`config.mk`:
```
export PLATFORM = sky130hd
export DESIGN_NAME = brnch_resolve_recovery_unit
export DESIGN_NICKNAME = d
export VERILOG_FILES = /design/src/rtl/brnch_resolve_recovery_unit_pkg.sv /design/src/rtl/brnch_resolve_recovery_unit_sat_cnt16.sv /design/src/rtl/brnch_resolve_recovery_unit.sv
export SDC_FILE = /design/constraint.sdc
export NUM_CORES = 1
export LEC_CHECK = 0
export CAP_MARGIN = 10
export CORE_ASPECT_RATIO = 0.6
export CORE_MARGIN = 1.5
export CORE_UTILIZATION = 48
export DETAILED_ROUTE_END_ITERATION = 7
export PLACE_DENSITY = 0.94
export SLEW_MARGIN = 20
export SYNTH_ARGS = -nofsm -noshare
export SYNTH_HDL_FRONTEND = slang
export SYNTH_SLANG_ARGS = --single-unit
```
`constraint.sdc`:
```
create_clock -name clk -period 6.4 [get_ports clk]
set_clock_uncertainty 0.05 [all_clocks]
set_input_delay 1.28 -clock clk [delete_from_list [all_inputs] [get_ports clk]]
set_output_delay 1.28 -clock clk [all_outputs]
set_load 0.01 [all_outputs]
```
`src/rtl/brnch_resolve_recovery_unit_pkg.sv`:
```
// Shared definitions for the branch resolve / recovery unit.
// Holds the recovery FSM state encoding, the BEQ/BNE selector encodings,
// the statistics counter width, the sequential-PC increment and the
// branch outcome helper.
package brnch_resolve_recovery_unit_pkg;

  typedef enum logic [1:0] {
    IDLE      = 2'd0,
    WAIT_OPND = 2'd1,
    RECOVER   = 2'd2
  } br_state_e;

  localparam logic BR_BEQ = 1'b0;
  localparam logic BR_BNE = 1'b1;

  localparam int STAT_W = 16;

  localparam logic [31:0] PC_INCR = 32'd4;

  // Taken outcome: operands equal for BEQ, operands differ for BNE.
  function automatic logic br_outcome(input logic [31:0] a,
                                      input logic [31:0] b,
                                      input logic        br_kind);
    return (a == b) ^ (br_kind == BR_BNE);
  endfunction

endpackage

```
`src/rtl/brnch_resolve_recovery_unit_sat_cnt16.sv`:
```
// Saturating statistics counter.
// Ports:
//   clk, rst_n  clock, async active-low reset
//   clr         synchronous clear, wins over a same-cycle increment
//   inc         increment request
//   count       current value, sticks at all-ones
module sat_cnt16
  import brnch_resolve_recovery_unit_pkg::*;
(
  input  logic              clk,
  input  logic              rst_n,
  input  logic              clr,
  input  logic              inc,
  output logic [STAT_W-1:0] count
);

  logic [STAT_W-1:0] cnt_q;

  always_ff @(posedge clk or negedge rst_n) begin
    if (!rst_n) begin
      cnt_q <= '0;
    end else if (clr) begin
      cnt_q <= '0;
    end else if (inc && (cnt_q != '1)) begin
      cnt_q <= cnt_q + 1'b1;
    end
  end

  assign count = cnt_q;

endmodule

```
`src/rtl/brnch_resolve_recovery_unit.sv`:
```
// Branch resolve and mispredict recovery unit.
// Tracks a fetched branch through IF/ID, resolves BEQ/BNE in ID, strobes
// the predictor update, and on a mispredict squashes IF and redirects the
// PC for one cycle. Keeps saturating branch / mispredict statistics.
// Ports:
//   clk, rst_n                  clock, async active-low reset
//   brch_instr_detectd_IF       branch fetched in IF
//   predict_br_taken            predictor output for that branch
//   pc_IF                       PC of the IF instruction
//   stall_IF_ID                 hold IF/ID register
//   rs_val_ID, rt_val_ID        forwarded operands
//   brch_is_bne_ID              0=BEQ, 1=BNE
//   brch_target_ID              computed taken target
//   brch_hazard_stall           operands not ready yet
//   cnt_clr                     synchronous statistics clear
//   brch_instr_detectd_ID       valid branch in ID
//   actual_brch_result          resolved outcome (combinational)
//   brch_resolve_valid          predictor update strobe
//   flush_IF, redirect_valid    one-cycle recovery pulse
//   redirect_pc                 corrected PC of last mispredict
//   branch_count                resolved branches
//   mispredict_count            mispredicted branches
//
// state     | meaning
// IDLE      | no branch pending, or branch resolving this cycle
// WAIT_OPND | branch in ID waiting for forwarded operands
// RECOVER   | one cycle of flush_IF / redirect_valid after mispredict
module brnch_resolve_recovery_unit
  import brnch_resolve_recovery_unit_pkg::*;
(
  input  logic              clk,
  input  logic              rst_n,
  input  logic              brch_instr_detectd_IF,
  input  logic              predict_br_taken,
  input  logic [31:0]       pc_IF,
  input  logic              stall_IF_ID,
  input  logic [31:0]       rs_val_ID,
  input  logic [31:0]       rt_val_ID,
  input  logic              brch_is_bne_ID,
  input  logic [31:0]       brch_target_ID,
  input  logic              brch_hazard_stall,
  input  logic              cnt_clr,
  output logic              brch_instr_detectd_ID,
  output logic              actual_brch_result,
  output logic              brch_resolve_valid,
  output logic              flush_IF,
  output logic              redirect_valid,
  output logic [31:0]       redirect_pc,
  output logic [STAT_W-1:0] branch_count,
  output logic [STAT_W-1:0] mispredict_count
);

  br_state_e   state;
  logic        recover_q;
  logic        is_br_ID;
  logic        pred_ID;
  logic [31:0] pc_plus4_ID;
  logic        mismatch;
  logic        mispredict;

  // IF/ID stage. A flush kills the captured branch even while stalled so a
  // wrong-path branch can never resolve.
  always_ff @(posedge clk or negedge rst_n) begin
    if (!rst_n) begin
      is_br_ID    <= 1'b0;
      pred_ID     <= 1'b0;
      pc_plus4_ID <= '0;
    end else begin
      if (flush_IF) begin
        is_br_ID <= 1'b0;
      end else if (!stall_IF_ID) begin
        is_br_ID <= brch_instr_detectd_IF;
      end
      if (!stall_IF_ID) begin
        pred_ID     <= predict_br_taken;
        pc_plus4_ID <= pc_IF + PC_INCR;
      end
    end
  end

  assign brch_instr_detectd_ID = is_br_ID;
  assign actual_brch_result    = br_outcome(rs_val_ID, rt_val_ID, brch_is_bne_ID);
  assign brch_resolve_valid    = is_br_ID & ~brch_hazard_stall & (state != RECOVER);
  assign mismatch              = actual_brch_result != pred_ID;
  assign mispredict            = brch_resolve_valid & mismatch;

  always_ff @(posedge clk or negedge rst_n) begin
    if (!rst_n) begin
      state       <= IDLE;
      recover_q   <= 1'b0;
      redirect_pc <= '0;
    end else begin
      recover_q <= 1'b0;
      case (state)
        IDLE: begin
          if (is_br_ID && brch_hazard_stall) begin
            state <= WAIT_OPND;
          end else if (mispredict) begin
            state     <= RECOVER;
            recover_q <= 1'b1;
          end
        end
        WAIT_OPND: begin
          if (!brch_hazard_stall) begin
            if (mispredict) begin
              state     <= RECOVER;
              recover_q <= 1'b1;
            end else begin
              state <= IDLE;
            end
          end
        end
        RECOVER: state <= IDLE;
        default: state <= IDLE;
      endcase
      if (mispredict) begin
        redirect_pc <= actual_brch_result ? brch_target_ID : pc_plus4_ID;
      end
    end
  end

  assign flush_IF       = recover_q;
  assign redirect_valid = recover_q;

  sat_cnt16 u_br_cnt (
    .clk   (clk),
    .rst_n (rst_n),
    .clr   (cnt_clr),
    .inc   (brch_resolve_valid),
    .count (branch_count)
  );

  sat_cnt16 u_mis_cnt (
    .clk   (clk),
    .rst_n (rst_n),
    .clr   (cnt_clr),
    .inc   (mispredict),
    .count (mispredict_count)
  );

endmodule

```
==> results.py <==
metrics = {
    "status": {
        "outcome": "completed",
    },
    "clock_tree": {
        "cts-root-buf": "clkbuf_16",
        "cts_setup_buffers": 0,
        "cts_tree": "built",
        "cts_resized": 0,
        "cts_sinks": 101,
        "cts_made_buffers": 9,
        "clk_latency_ns": 0.34,
        "holdBufCountCts": 0,
        "path_clk_slew_ns": 0.06,
        "cts_buffer_depth": 2,
        "htree_levels": 3,
    },
    "yosys": {
        "yosys-top-cells-area": "dfrtp_1 46%, mux2_2 14%, xor2_1 8.8%",
        "syn-cell-area_mm2": 0.00548,
        "synth_top_area_frac": 0.461,
        "ys_seq_area_frac": 0.461,
        "syn_nets": 666,
        "ys_warn_count": 0,
        "synth-edff-count": 0,
        "synth_ff_type": "dfrtp_1",
        "syn_inst": 527,
        "synth.avg_cell_area_um2": 10.4,
        "synthDistinctLibCells": 38,
        "ys_ff_latch": 101,
        "async_reset_ff_frac": 1.00,
        "synth_top_cell_by_area": "dfrtp_1",
    },
    "critical_path": {
        "crit_path_start_kind": "input pin",
        "crit_family": "buffers and inverters",
        "r2r_slack_ns": 3.47,
        "crit_top_cell": "clkdlybuf4s50_1",
        "crit_path_end_kind": "primary output",
        "crit_buf_inv": 3,
        "critPathRequiredTime_ns": 5.07,
        "cpPeakStageDelay_ns": 0.59,
        "worstSetupPathType": "input pin to primary output",
        "worstRegToRegCells": 8,
        "arrival_ns": 3.46,
        "crit_path_max_fanout": 3,
        "crit_slowest_cell": "clkdlybuf4s50_1",
        "path_cells": "clkdlybuf4s50_1, xor2_1, nor4_1, nand4_1, nor2_1, xnor2_2, inv_1, clkdlybuf4s50_1",
        "cp.depth": 8,
    },
    "routing": {
        "drtIter0Drc": 271,
        "wl_per_cell_um": 16.9,
        "first_pass_iters": 5,
        "vias": 4627,
        "drc": 0,
        "postRouteAntennaNets": 0,
        "via_per_inst": 5.34,
        "wl_mm": 14.6,
    },
    "timing": {
        "period_minus_slack_ns": 4.79,
        "slew_violations": 0,
        "finalSetupTns_ns": 0,
        "setup_viol": 0,
        "rsz0062_at_grt": "false",
        "hold_viol": 0,
        "max_slew_margin": 0.345,
        "max_freq_ghz": 0.209,
        "worstMarginPinSlew_ns": 0.983,
        "fin_crit_sh": 0.749,
    },
    "die": {
        "io_pins": 205,
        "die-area_mm2": 0.0121,
        "core_area_mm2": 0.0108,
        "die_h_um": 85.8,
        "die_w_um": 141,
        "start_util": 0.505,
        "num_rows": 29,
    },
    "pwr": {
        "power_density_mw_per_mm2": 244,
        "ir_drop_uv": 201,
        "leakagePower_nw": 3.15,
        "finalPower_mw": 1.94,
    },
    "global_routing": {
        "grt_max_degree": 81,
        "overflow": 0,
        "antenna_found_initial": 0,
        "grt_usage": 0.254,
        "grt_pass1_vias": 4776,
        "grt_pass1_wl_mm": 24.0,
    },
    "cells_and_area": {
        "fin_util": 0.732,
        "drive_gt1_frac": 0.135,
        "diodes": 0,
        "final_nets": 862,
        "area_growth_pct": 44.8,
    },
    "place": {
        "place_hpwl_mm": 11.1,
        "gp_congestion": 0.830,
        "port_buffers": 204,
    },
    "min_path": {
        "hold-path-cell-count": 2,
        "holdCritPathClass": "flip-flop to flip-flop",
    },
    "job": {
        "max-cap-violations": 0,
    },
}
==> stage by stage <==
step / hold WS (ns) / worst slack, ns / area (um^2) / std cells
2_1_floorplan: 0.390 / 2.23 / 5480 / 527
3_3_place_gp: 0.402 / 1.59 / 7630 / 851
4_1_cts: 0.430 / 1.60 / 7930 / 867
3_5_place_dp: 0.416 / 1.51 / 7630 / 851
6_report: 0.427 / 1.61 / 7940 / 867
5_1_grt: 0.453 / 1.43 / 7940 / 867
==> synthesized netlist by cell type, types with 8 or more instances <==
master and number:
a21oi_1 11, and3_1 9, clkbuf_1 15, dfrtp_1 101
mux2_2 70, nand2_1 51, nand3_1 22, nand4_1 15
nor2_1 33, nor2b_1 11, nor3_1 8, nor4_1 11
o21ai_0 38, or3_1 9, xnor2_1 20, xor2_1 55
==> path summary, 6_finish.rpt <==
check                                      end       startpoint
setup / recovery            actual_brch_result    rt_val_ID[24]
hold / removal                 pc_plus4_ID[24]  pc_plus4_ID[24]
setup reg to reg           u_mis_cnt.count[11]         state[1]
hold reg to reg                pc_plus4_ID[24]  pc_plus4_ID[24]
max in group asynchronous    u_br_cnt.count[8]            rst_n
min in group asynchronous   u_mis_cnt.count[8]            rst_n
==> cells by family after synthesis <==
kind of cell | count (synthesis) | share of synthesized area
adders and majority gates | 3 | 0.00685
buffers and inverters | 27 | 0.0217
xor gates and xnor gates | 75 | 0.120
AOI/OAI and AO/OA | 57 | 0.0603
muxes | 76 | 0.156
DFF | 101 | 0.461
and+or+nand+nor | 188 | 0.174
==> worst reg2reg max path, stage by stage, from the launching register on <==
cell	delay, ns
dfrtp_1	0.41
nor2b_1	0.14
or3b_1	0.49
inv_1	0.22
nand3_1	0.15
a2111oi_4	0.44
nor2_2	0.24
nor4_1	0.33
mux2_1	0.35
==> cells in the final DEF (no fill, tap or decap), types with 2 or more instances in the layout <==
| cell | count |
|---|---|
| a21oi_1 | 11 |
| and3_1 | 9 |
| and4_1 | 4 |
| buf_4 | 4 |
| clkbuf_16 | 9 |
| clkdlybuf4s50_1 | 202 |
| clkinvlp_4 | 2 |
| dfrtp_1 | 101 |
| ha_1 | 3 |
| inv_1 | 4 |
| mux2_1 | 2 |
| mux2_2 | 70 |
| mux2i_1 | 3 |
| nand2_1 | 51 |
| nand2b_1 | 2 |
| nand3_1 | 22 |
| nand4_1 | 15 |
| nor2_1 | 33 |
| nor2b_1 | 11 |
| nor3_1 | 8 |
| nor3b_1 | 3 |
| nor4_1 | 11 |
| o21ai_0 | 38 |
| o31ai_1 | 5 |
| or3_1 | 9 |
| or4_1 | 5 |
| xnor2_1 | 19 |
| xor2_1 | 55 |
==> report_power, final <==
part | internal [mW] | switching [mW]
Clock | 0.315 | 0.234
Sequential | 0.755 | 0.0722
Combinational | 0.355 | 0.209
Total | 1.42 | 0.516
==> flip-flops by register name (all words and copies together), names as in the netlist <==
signal	flops
brch_instr_detectd_ID	1
flush_IF	1
u_mis_cnt.count	16
state	2
redirect_pc	32
u_br_cnt.count	16
pc_plus4_ID	32
pred_ID	1
==> final cells by class <==
cell class | instances | area (um^2)
Fill cell | 763 | 2910
Multi-Input combinational cell | 399 | 2850
Sequential cell | 101 | 2530
Timing Repair Buffer | 208 | 2070
Clock buffer | 11 | 243
Tap cell | 139 | 174
Clock inverter | 5 | 58.8
Inverter | 4 | 15.0
==> metal layers <==
metal  part of all wire  wire (um)  GRT usage
met5                  0          0          0
met4              0.011        165     0.0530
met3              0.052        759     0.0581
met2               0.49       7160      0.432
met1               0.45       6530      0.337
No activity file was read; power rests on OpenSTA's default activity.
